<file path="src/rtl/alu_arbiter.sv">
// Two-client round-robin front end for the shared 32-bit ALU.
// Requests are accepted and their operands registered, the ALU result is captured, and the response is returned to the client that was granted.
module alu_arbiter #(
    parameter int unsigned WIDTH = 32
) (
    input  logic             clk,
    input  logic             rst_n,
    input  logic             req0_valid,
    output logic             req0_ready,
    input  logic [2:0]       req0_op,
    input  logic [WIDTH-1:0] req0_a,
    input  logic [WIDTH-1:0] req0_b,
    input  logic             req1_valid,
    output logic             req1_ready,
    input  logic [2:0]       req1_op,
    input  logic [WIDTH-1:0] req1_a,
    input  logic [WIDTH-1:0] req1_b,
    output logic             rsp0_valid,
    input  logic             rsp0_ready,
    output logic             rsp1_valid,
    input  logic             rsp1_ready,
    output logic [WIDTH-1:0] rsp_result,
    output logic             rsp_zero,
    output logic             rsp_sign,
    output logic [2:0]       alu_ctrl,
    output logic [WIDTH-1:0] alu_a,
    output logic [WIDTH-1:0] alu_b,
    input  logic [WIDTH-1:0] alu_result,
    input  logic             alu_zero,
    input  logic             alu_sign,
    output logic             busy,
    output logic             grant_id
);

    typedef enum logic [1:0] {
        IDLE = 2'd0,
        EXEC = 2'd1,
        RESP = 2'd2
    } state_t;

    state_t           state;
    logic             prio;
    logic [2:0]       op_q;
    logic [WIDTH-1:0] a_q;
    logic [WIDTH-1:0] b_q;
    logic             win0;
    logic             win1;
    logic             rsp_done;

    // A lone requester always wins; under contention the priority pointer decides.
    always_comb begin
        win0     = req0_valid && (!req1_valid || !prio);
        win1     = req1_valid && (!req0_valid || prio);
        rsp_done = grant_id ? rsp1_ready : rsp0_ready;
    end

    assign req0_ready = rst_n && (state == IDLE) && win0;
    assign req1_ready = rst_n && (state == IDLE) && win1;

    assign alu_ctrl = op_q;
    assign alu_a    = a_q;
    assign alu_b    = b_q;

    always_ff @(posedge clk) begin
        if (!rst_n) begin
            state      <= IDLE;
            prio       <= 1'b0;
            grant_id   <= 1'b0;
            busy       <= 1'b0;
            op_q       <= 3'd0;
            a_q        <= '0;
            b_q        <= '0;
            rsp0_valid <= 1'b0;
            rsp1_valid <= 1'b0;
            rsp_result <= '0;
            rsp_zero   <= 1'b0;
            rsp_sign   <= 1'b0;
        end else begin
            case (state)
                IDLE: begin
                    if (win0 || win1) begin
                        op_q     <= win1 ? req1_op : req0_op;
                        a_q      <= win1 ? req1_a  : req0_a;
                        b_q      <= win1 ? req1_b  : req0_b;
                        grant_id <= win1;
                        busy     <= 1'b1;
                        state    <= EXEC;
                    end
                end
                EXEC: begin
                    rsp_result <= alu_result;
                    rsp_zero   <= alu_zero;
                    rsp_sign   <= alu_sign;
                    rsp0_valid <= !grant_id;
                    rsp1_valid <= grant_id;
                    state      <= RESP;
                end
                RESP: begin
                    // Response is held until the granted client takes it.
                    if (rsp_done) begin
                        prio       <= !grant_id;
                        rsp0_valid <= 1'b0;
                        rsp1_valid <= 1'b0;
                        busy       <= 1'b0;
                        state      <= IDLE;
                    end
                end
                default: begin
                    state <= IDLE;
                    busy  <= 1'b0;
                end
            endcase
        end
    end

endmodule

</file>
<file path="config.mk">
export PLATFORM = sky130hd
export DESIGN_NAME = alu_arbiter
export DESIGN_NICKNAME = d
export VERILOG_FILES = /design/src/rtl/alu_arbiter.sv
export SDC_FILE = /design/constraint.sdc
export NUM_CORES = 1
export LEC_CHECK = 0
export CORE_ASPECT_RATIO = 1.25
export CORE_MARGIN = 2
export CORE_UTILIZATION = 40
export DETAILED_ROUTE_END_ITERATION = 12
export PLACE_DENSITY_LB_ADDON = 0.12
export SLEW_MARGIN = 20
export SYNTH_ARGS = -nofsm -noshare
export SYNTH_HDL_FRONTEND = slang
export SYNTH_SLANG_ARGS = --single-unit
export TNS_END_PERCENT = 20
</file>
<file path="constraint.sdc">
create_clock -name clk -period 1.77 [get_ports clk]
set_clock_uncertainty 0.2 [all_clocks]
set_input_delay 0.354 -clock clk [delete_from_list [all_inputs] [get_ports clk]]
set_output_delay 0.354 -clock clk [all_outputs]
set_load 0.005 [all_outputs]
</file>
==> impl_metrics.tcl <==
set metrics [dict create \
    status "completed" \
    cts_buffer_depth 2 \
    synthXorXnorAreaFrac_pct 0 \
    cp.arrival_ns 1.21 \
    synth-simple-area-share_pct 14.4 \
    syn-instance-count 584 \
    n_antenna_cell 0 \
    path_cells "nor2_4 -> nand2_4 -> a211oi_2 -> buf_2" \
    grt_pass1_vias 5514 \
    yosysWarningCount 0 \
    fmax_mhz 568 \
    p_seq_share_pct 41.2 \
    netSwitchingPower_uw 1850 \
    grt_pass1_wl_mm 27.6 \
    drt.antenna.violating_nets 0 \
    routed_wl_mm 17.8 \
    synth.most_common_cell "dfxtp_1" \
    rsz0062_at_grt "yes" \
    antenna_found_initial 0 \
    overflow 0 \
    synth_top_family_by_area "compound AO/OA/AOI/OAI gates" \
    syn-num-nets 758 \
    fin_cells 1007 \
    power_density_mw_per_mm2 781 \
    slew_violations 0 \
    routedWlPerCell_um 17.6 \
    synth_compound_area_share_pct 37.1 \
    crit_slowest_cell "dfxtp_2" \
    switching_share_pct 27.1 \
    ys.flop_type "dfxtp_1" \
    synth_commonest_cells "dfxtp_1, nand2_1, and3_1, o311a_1, o21bai_1" \
    fin_nets 1008 \
    rr_startpoint "state[1]" \
    critPathRequiredTime_ns 1.22 \
    crit_cells 4 \
    tns_ns 0 \
    synth-edff-count 0 \
    dr.pass1.iters 4 \
    min_from "rsp_result[2]" \
    yosysUniqueCellTypes 30 \
    synthAdderAreaFrac_pct 0 \
    period_share_pct 99.4 \
    fp.dieH_um 132 \
    synth_top_area_cell "dfxtp_1" \
    r2r_slack_ns 0.09 \
    final_hold_viol_count 0 \
    drc 0 \
    numCtsBuffers 9 \
    via_count 5574 \
    cp_max_fo 3 \
    cpPeakStageDelay_ns 0.34 \
    p_leak_uw 0.00443 \
    final_layout_size_suffix_gt1_share_pct 9.89 \
    port_buffers 280 \
    first_iter_violations 315 \
    synth_top_area_share_pct 41.3 \
    gr-usage-all-layers_pct 24.3 \
    clock_sinks 108 \
    critPathTopFamily "flip-flops" \
    ios 281 \
    path_buf_inv 1 \
    hold_path.class "reg -> reg" \
    cts-root-buf "clkbuf_16" \
    core_area_mm2 0.0127 \
    cts_tree "done" \
    routed_via_density 5.54 \
    synth_area_leaders "dfxtp_1, o311a_1, o21bai_1" \
    worst_pin_slew_ns 0.430 \
    place.gp.congestion 0.820 \
    reg2reg_depth 5 \
    maxCapViolations 0 \
    yosys-mux-area-fraction_pct 0.191 \
    grt_max_degree 68 \
    synth_area_mm2 0.00524 \
    vdd_drop_max_uv 419 \
    dieArea_mm2 0.0140 \
    power_frac_clock_pct 29.7 \
    setup_viol 0 \
    hold_end "rsp_result[2]" \
    htree_levels 3 \
    slew_headroom_pct 71.3 \
    dp_hpwl_mm 12.4 \
    synth_async_sr_flop_share_pct 0 \
    cts-hold-fix-buffers 0 \
    power_frac_comb_pct 29.2 \
    rows 46 \
    start_kind "flop" \
    clkTransAtPathRegs_ns 0.07 \
    worst_setup_path_end_kind "output port" \
    initial_core_util_pct 41.2 \
    yosysSeqAreaShare_pct 41.3 \
    timing.rr.end "alu_b[13]" \
    worstSkewPairLatency_ns 0.34 \
    whs_path_depth 2 \
    critPathKind "reg -> out" \
    ys_ff_latch 108 \
    fin_crit_ns 1.76 \
    die_x_um 106 \
    place_inst 989 \
    avgSynthCellArea_um2 8.97 \
    syn_to_final_growth_pct 66.8 \
    p_int_uw 4970 \
]
==> registers in the layout, indices dropped and copies added, names as in the netlist, 2 cells and up <==
name        count
rsp_result     32
alu_b          32
alu_ctrl        3
alu_a          32
state           2
==> metrics by stage <==
step | utilization [%] | power (uW) | area, um2 | setup slack [ns] | hold WS, ns
after floorplan | - | 3760 | 5240 | 0.00328 | 0.253
after global placement | 65.3 | 4880 | 8300 | -0.482 | 0.243
after detailed placement | 65.3 | 4940 | 8300 | -0.547 | 0.247
after CTS | 67.5 | 6930 | 8590 | -0.0415 | 0.257
after global routing | 68.7 | 7160 | 8740 | -0.0557 | 0.278
final | 68.7 | 6830 | 8740 | 0.0107 | 0.251
==> final cells by class <==
type                    instances  area (um2)
fillers                      1009        3980
clock inverters                 7        66.3
repair buffers                311        3290
clock buffers                   9         225
flip-flops and latches        108        2190
well taps                     168         210
multi-input cells             401        2750
inverters                       3        11.3
==> per-layer routing <==
metal	GRT usage [%]	vias up	part of all wire (%)
met5	0	-	0
met4	9.94	0	3.0
met3	7.46	33	8.5
met2	43.4	227	50
met1	26.4	2648	38
li1	-	2666	-
==> kinds of logic after synthesis <==
family / after synthesis
DFF: 108
and+or+nand+nor: 150
buffers and inverters: 75
muxes: 1
AOI/OAI and AO/OA: 250
==> power by group through the flow <==
stage               combinational [uW]  sequential [uW]  clock [uW]
floorplan                          878             2880           0
global placement                  2030             2850           0
detailed placement                2070             2860           0
CTS                               2040             2810        2080
global route                      2150             2840        2170
finish                            1990             2810        2030
==> worst max-delay path by stage <==
stage,slack [ns],end,startpoint
2_1_floorplan,0.003,req0_ready,rst_n
3_3_place_gp,-0.48,req0_ready,req0_valid
3_5_place_dp,-0.55,req0_ready,req0_valid
4_1_cts,-0.04,req0_ready,state[0]
5_1_grt,-0.06,req0_ready,state[1]
6_report,0.01,req0_ready,state[1]
==> tightest hold or removal path: stages (launching register included) <==
cell	delay (ns)
dfxtp_1	0.31
nand2_1	0.05
a21oi_1	0.05
==> timing repair <==
item / CTS / global route
buffers inserted: 2 / 0
pin swaps: 4 / 3
endpoints found under the setup margin: 29 / 69
gates resized for setup: 40 / 72
==> cell usage in the layout, fill, tap and decap left out, drive strengths merged, types with 5 or more instances in the layout <==
master	synthesis	routed
clkbuf	45	10
dlymetal6s2s	0	51
a21boi	67	67
dlygate4sd2	0	27
clkdlybuf4s50	0	198
dfxtp	108	108
buf	27	34
and3	67	67
o21bai	67	67
o21ai	5	5
o311a	67	67
a21oi	39	39
nor2	5	5
nand2	70	70
No activity file was read; power rests on OpenSTA's default activity.
